File: config.mk
export PLATFORM = sky130hd
export DESIGN_NAME = uc
export DESIGN_NICKNAME = d
export VERILOG_FILES = /design/src/rtl/uc_pkg.sv /design/src/rtl/uc_dec.sv /design/src/rtl/uc.sv
export SDC_FILE = /design/constraint.sdc
export NUM_CORES = 1
export LEC_CHECK = 0
export ABC_CLOCK_PERIOD_IN_PS = 2000
export CAP_MARGIN = 0
export CORE_ASPECT_RATIO = 0.75
export CORE_UTILIZATION = 47
export CTS_CLUSTER_SIZE = 24
export DETAILED_ROUTE_END_ITERATION = 6
export GPL_TIMING_DRIVEN = 0
export PLACE_DENSITY = 0.79
export SLEW_MARGIN = 10
export SYNTH_ARGS = -nofsm -noshare
export SYNTH_HDL_FRONTEND = slang
export SYNTH_SLANG_ARGS = --single-unit
File: constraint.sdc
create_clock -name clk -period 2 [get_ports clk]
set_input_delay 0.4 -clock clk [delete_from_list [all_inputs] [get_ports clk]]
set_output_delay 0.4 -clock clk [all_outputs]
set_load 0.03 [all_outputs]
File: src/rtl/uc_pkg.sv
// Shared definitions for the microc control unit: opcode encodings, decode
// prefixes, FSM state type and the illegal-opcode classifier.
package uc_pkg;

    localparam logic [5:0] OP_NOP  = 6'b000000;
    localparam logic [5:0] OP_J    = 6'b000100;
    localparam logic [5:0] OP_JZ   = 6'b000101;
    localparam logic [5:0] OP_JNZ  = 6'b000110;
    localparam logic [5:0] OP_HALT = 6'b000111;

    localparam logic       PFX_ALU = 1'b1;
    localparam logic [1:0] PFX_LI  = 2'b01;

    typedef enum logic {
        S_RUN  = 1'b0,
        S_HALT = 1'b1
    } state_t;

    // 000001-000011 and 001xxx have no meaning in the instruction set
    function automatic logic is_illegal_op(input logic [5:0] opc);
        return (opc[5:4] == 2'b00) &&
               (opc[3] || (!opc[2] && (opc[1:0] != 2'b00)));
    endfunction

endpackage

File: src/rtl/uc_dec.sv
// Purely combinational instruction decoder: Opcode and z to raw datapath
// controls plus instruction-class flags. No state or reset gating here.
module uc_dec
    import uc_pkg::*;
(
    input  logic [5:0] opcode,
    input  logic       z,
    output logic       s_inc,
    output logic       s_inm,
    output logic       we3,
    output logic       wez,
    output logic [2:0] op,
    output logic       is_jump,
    output logic       is_halt,
    output logic       is_illegal
);

    // Raw decode of the current opcode
    always_comb begin
        s_inc      = 1'b1;
        s_inm      = 1'b0;
        we3        = 1'b0;
        wez        = 1'b0;
        op         = 3'b000;
        is_jump    = 1'b0;
        is_halt    = 1'b0;
        is_illegal = 1'b0;
        if (opcode[5] == PFX_ALU) begin
            op  = opcode[4:2];
            we3 = 1'b1;
            wez = 1'b1;
        end else if (opcode[5:4] == PFX_LI) begin
            we3   = 1'b1;
            s_inm = 1'b1;
        end else begin
            case (opcode)
                OP_NOP: begin
                    s_inc = 1'b1;
                end
                OP_J: begin
                    s_inc   = 1'b0;
                    is_jump = 1'b1;
                end
                OP_JZ: begin
                    s_inc   = ~z;
                    is_jump = 1'b1;
                end
                OP_JNZ: begin
                    s_inc   = z;
                    is_jump = 1'b1;
                end
                OP_HALT: begin
                    s_inc   = 1'b0;
                    is_halt = 1'b1;
                end
                default: begin
                    is_illegal = is_illegal_op(opcode);
                end
            endcase
        end
    end

endmodule

File: src/rtl/uc.sv
// Control unit for the single-cycle microc datapath: decode gating by the
// RUN/HALT FSM and reset, sticky illegal flag and saturating debug counters.
module uc
    import uc_pkg::*;
#(
    parameter int CNT_W = 16
) (
    input  logic             clk,
    input  logic             reset,
    input  logic [5:0]       Opcode,
    input  logic             z,
    output logic             s_inc,
    output logic             s_inm,
    output logic             we3,
    output logic             wez,
    output logic [2:0]       Op,
    output logic             halted,
    output logic             illegal,
    output logic [CNT_W-1:0] instr_cnt,
    output logic [CNT_W-1:0] br_cnt
);

    localparam logic [CNT_W-1:0] CNT_MAX = {CNT_W{1'b1}};
    localparam logic [CNT_W-1:0] CNT_ONE = {{(CNT_W-1){1'b0}}, 1'b1};

    logic       raw_s_inc, raw_s_inm, raw_we3, raw_wez;
    logic [2:0] raw_op;
    logic       is_jump, is_halt, is_illegal;

    state_t           state_q, state_d;
    logic             illegal_q, illegal_d;
    logic [CNT_W-1:0] instr_cnt_q, instr_cnt_d;
    logic [CNT_W-1:0] br_cnt_q, br_cnt_d;
    logic             run_s;

    uc_dec u_dec (
        .opcode     (Opcode),
        .z          (z),
        .s_inc      (raw_s_inc),
        .s_inm      (raw_s_inm),
        .we3        (raw_we3),
        .wez        (raw_wez),
        .op         (raw_op),
        .is_jump    (is_jump),
        .is_halt    (is_halt),
        .is_illegal (is_illegal)
    );

    assign run_s = (state_q == S_RUN);

    // Control outputs: reset forces sequential fetch with no writes, HALT parks the PC
    always_comb begin
        s_inc = 1'b1;
        s_inm = 1'b0;
        we3   = 1'b0;
        wez   = 1'b0;
        Op    = 3'b000;
        if (!reset) begin
            s_inc = 1'b1;
        end else if (!run_s) begin
            s_inc = 1'b0;
        end else begin
            s_inc = raw_s_inc;
            s_inm = raw_s_inm;
            we3   = raw_we3;
            wez   = raw_wez;
            Op    = raw_op;
        end
    end

    // Next-state for the FSM; HALT is only left through reset
    always_comb begin
        state_d = state_q;
        case (state_q)
            S_RUN: begin
                if (is_halt) begin
                    state_d = S_HALT;
                end else begin
                    state_d = S_RUN;
                end
            end
            S_HALT: begin
                state_d = S_HALT;
            end
            default: begin
                state_d = S_RUN;
            end
        endcase
    end

    // Sticky flag and saturating counters, all frozen outside RUN
    always_comb begin
        illegal_d   = illegal_q;
        instr_cnt_d = instr_cnt_q;
        br_cnt_d    = br_cnt_q;
        if (run_s) begin
            illegal_d = illegal_q | is_illegal;
            if (instr_cnt_q != CNT_MAX) begin
                instr_cnt_d = instr_cnt_q + CNT_ONE;
            end else begin
                instr_cnt_d = instr_cnt_q;
            end
            if (is_jump && !raw_s_inc && (br_cnt_q != CNT_MAX)) begin
                br_cnt_d = br_cnt_q + CNT_ONE;
            end else begin
                br_cnt_d = br_cnt_q;
            end
        end else begin
            illegal_d = illegal_q;
        end
    end

    // State and debug registers
    always_ff @(posedge clk or negedge reset) begin
        if (!reset) begin
            state_q     <= S_RUN;
            illegal_q   <= 1'b0;
            instr_cnt_q <= {CNT_W{1'b0}};
            br_cnt_q    <= {CNT_W{1'b0}};
        end else begin
            state_q     <= state_d;
            illegal_q   <= illegal_d;
            instr_cnt_q <= instr_cnt_d;
            br_cnt_q    <= br_cnt_d;
        end
    end

    assign halted    = (state_q == S_HALT);
    assign illegal   = illegal_q;
    assign instr_cnt = instr_cnt_q;
    assign br_cnt    = br_cnt_q;

endmodule

==> impl_metrics.env <==
export IMPL_intPower_w=0.00146
export IMPL_arrival_ns=1.50
export IMPL_synth_edf_count=0
export IMPL_drive_gt1_share_pct=15.0
export IMPL_clk_pin_slew_ns=0.07
export IMPL_fin_util_pct=71.7
export IMPL_clk_path_buf_depth=2
export IMPL_p_switching_w=0.000796
export IMPL_io_pins=50
export IMPL_die_area_sq_um=4040
export IMPL_fin_tns_setup_ns=0
export IMPL_yosysSeqAreaShare_pct=47.8
export IMPL_netlist_top_cells_count="34 x dfrtp_1, 21 x xor2_1, 12 x nor3_1"
export IMPL_end_kind="output port"
export IMPL_ys_seq_elements=34
export IMPL_grt_overflow=0
export IMPL_maxCapViolations=0
export IMPL_fin_nets=237
export IMPL_ant_nets=0
export IMPL_final_area_sq_um=2470
export IMPL_drv_slew=0
export IMPL_setup_violations=0
export IMPL_worstSetupPathType="reg -> out"
export IMPL_path_delay_family="buffers and inverters"
export IMPL_status="finished, violations left"
export IMPL_cts_root_buf="clkbuf_8"
export IMPL_place_area_sq_um=2330
export IMPL_p_clk_share_pct=26.0
export IMPL_tritoncts="done"
export IMPL_slew_headroom_pct=60.1
export IMPL_netlist_instances=167
export IMPL_h_tree_depth=2
export IMPL_hold_ws_ns=-0.00326
export IMPL_synth_avg_cell_area_sq_um=10.7
export IMPL_dr_pass1_iters=4
export IMPL_p_comb_share_pct=33.0
export IMPL_clock_latency_ns=0.28
export IMPL_grt_pass1_wl_mm=6.80
export IMPL_synth_cell_types=38
export IMPL_switching_share_pct=35.3
export IMPL_synth_area_sq_um=1780
export IMPL_ir_worst_vdd_uv=893
export IMPL_drc_errors=0
export IMPL_synth_yosys_warnings=0
export IMPL_yosysTopAreaCell="dfrtp_1"
export IMPL_worstPathMaxFanout=9
export IMPL_fmax_ghz=0.525
export IMPL_crit_chain="clkdlybuf4s50_1"
export IMPL_path_buf_inv=1
export IMPL_fin_skew_ns=0.00222
export IMPL_num_rows=18
export IMPL_drt_initial_drc_count=48
export IMPL_grt_pass1_vias=1385
export IMPL_rsz0062_at_grt="true"
export IMPL_crit_required_ns=1.60
export IMPL_core_sq_um=3450
export IMPL_slowest_stage="clkdlybuf4s50_1"
export IMPL_mappedNetlistNets=178
export IMPL_p_leak_nw=1.18
export IMPL_worstMarginPinSlew_ns=0.594
export IMPL_hp_class="in -> async"
export IMPL_syn_to_final_growth_pct=38.7
export IMPL_clock_sinks=34
export IMPL_routed_wl_mm=4.24
export IMPL_synth_most_common_cell="dfrtp_1"
export IMPL_synth_area_leaders="dfrtp_1 48%, xor2_1 10%, nand4_1 3.5%"
export IMPL_cp_start_kind="register"
export IMPL_n_antenna_cell=0
export IMPL_cts_made_buffers=5
export IMPL_initial_core_util_pct=51.7
export IMPL_vias_per_cell=5.50
export IMPL_failed_checks="hold timing"
export IMPL_die_w_um=73.1
export IMPL_wl_per_cell_um=15.3
export IMPL_pwr_share_seq_pct=41.1
export IMPL_pwr_density_cell_nw_per_um2=914
export IMPL_dpl_hpwl_mm=3.09
export IMPL_synth_top_area_share_pct=47.8
export IMPL_synth_async_sr_flop_share_pct=100
export IMPL_final_hold_viol_count=4
export IMPL_synthFlopType="dfrtp_1"
export IMPL_num_vias=1524
export IMPL_die_h_um=55.3
export IMPL_fin_crit_sh_pct=95.2
export IMPL_grt_start_max_net_pins=37
export IMPL_portBuffers=49
export IMPL_place_gp_congestion=0.852
export IMPL_grt_util_all_layers_pct=21.9
export IMPL_min_period_ns=1.90
export IMPL_num_fill_cells=255
export IMPL_antenna_found_initial=0
export IMPL_max_stage_delay_ns=0.74
metal layers:
metal / track usage, % / vias up / share of wire, %
met3: 5.66 / 6 / 4.7
met5: 0 / - / 0
met1: 31.0 / 749 / 47
met2: 33.5 / 41 / 47
li1: - / 728 / -
met4: 5.60 / 0 / 0.99
power by group through the flow:
| stage | Sequential, W | Combinational, W | Clock, W |
|---|---|---|---|
| floorplan | 0.00111 | 0.000230 | 0 |
| global placement | 0.000923 | 0.000734 | 0 |
| detailed placement | 0.000934 | 0.000744 | 0 |
| CTS | 0.000924 | 0.000750 | 0.000596 |
| global route | 0.000938 | 0.000791 | 0.000626 |
| finish | 0.000927 | 0.000744 | 0.000586 |
state kept, by name, summed over array words and instances (netlist names):
register,cells
instr_cnt,16
halted,1
illegal,1
br_cnt,16
cells by family (layout without fill, tap and decap cells):
kind of cell    after synthesis  in the layout  synth area share, %
simple gates                 88             88                 30.9
flops                        34             34                 47.8
xor+xnor                     26             26                 12.8
compound gates               10             10                 3.65
mux                           4              4                 2.67
buf+inv                       3             63                0.844
fa+ha+maj                     2              2                 1.41
stage by stage:
stage | instances | worst slack (ns) | total power [W]
6_report | 277 | 0.0951 | 0.00226
5_1_grt | 277 | -0.000129 | 0.00235
4_1_cts | 275 | -0.00821 | 0.00227
3_5_place_dp | 266 | -0.691 | 0.00168
3_3_place_gp | 266 | -1.58 | 0.00166
2_1_floorplan | 167 | 0.120 | 0.00134
cells in the final DEF (no fill, tap or decap), drive strengths merged:
cell type      instances
and4b                  1
nand2b                 2
xnor2                  5
o311ai                 1
nor4                   7
inv                    2
nor3b                  2
ha                     2
or2                    1
a41o                   1
a31oi                  2
mux2i                  1
o21ai                  4
and3b                  1
buf                    6
clkbuf                13
a21oi                  1
mux2                   3
nor2                  12
dlymetal6s2s           3
dlygate4sd2            3
nand4b                 1
nor3                  13
clkdlybuf4s15          1
nand4                 11
or3                    1
clkdlybuf4s50         35
nand3                  9
and4                   3
and3                   8
nor4b                  1
a41oi                  1
nand2                 11
nor2b                  3
xor2                  21
and2                   1
dfrtp                 34
layout make-up:
class / instances / area [sq um] / share of cell area [%]
Multi-Input combinational cell: 130 / 940 / 38.0
Timing Repair Buffer: 52 / 492 / 19.9
Clock buffer: 8 / 110 / 4.46
Sequential cell: 34 / 851 / 34.4
Buffer: 1 / 7.51 / 0.304
Tap cell: 50 / 62.6 / 2.53
Inverter: 2 / 7.51 / 0.304
final timing paths:
kind	cells past startpoint	slack, ns	start	end
setup / recovery	1	0.1	instr_cnt[7]	instr_cnt[7]
hold / removal	1	-0.003	reset	br_cnt[13]
setup reg to reg	5	0.18	br_cnt[1]	br_cnt[1]
hold reg to reg	1	0.47	illegal	illegal
max in group asynchronous	1	1.75	reset	br_cnt[8]
min in group clk	1	0.47	illegal	illegal
what timing repair did:
item | CTS | global route
buffers inserted | 1 | 2
endpoints found under the setup margin | 7 | 15
hold buffers | 0 | 0
gates resized for setup | 29 | 11
pin swaps | 1 | 4
Power figures use the tool's default switching activity.
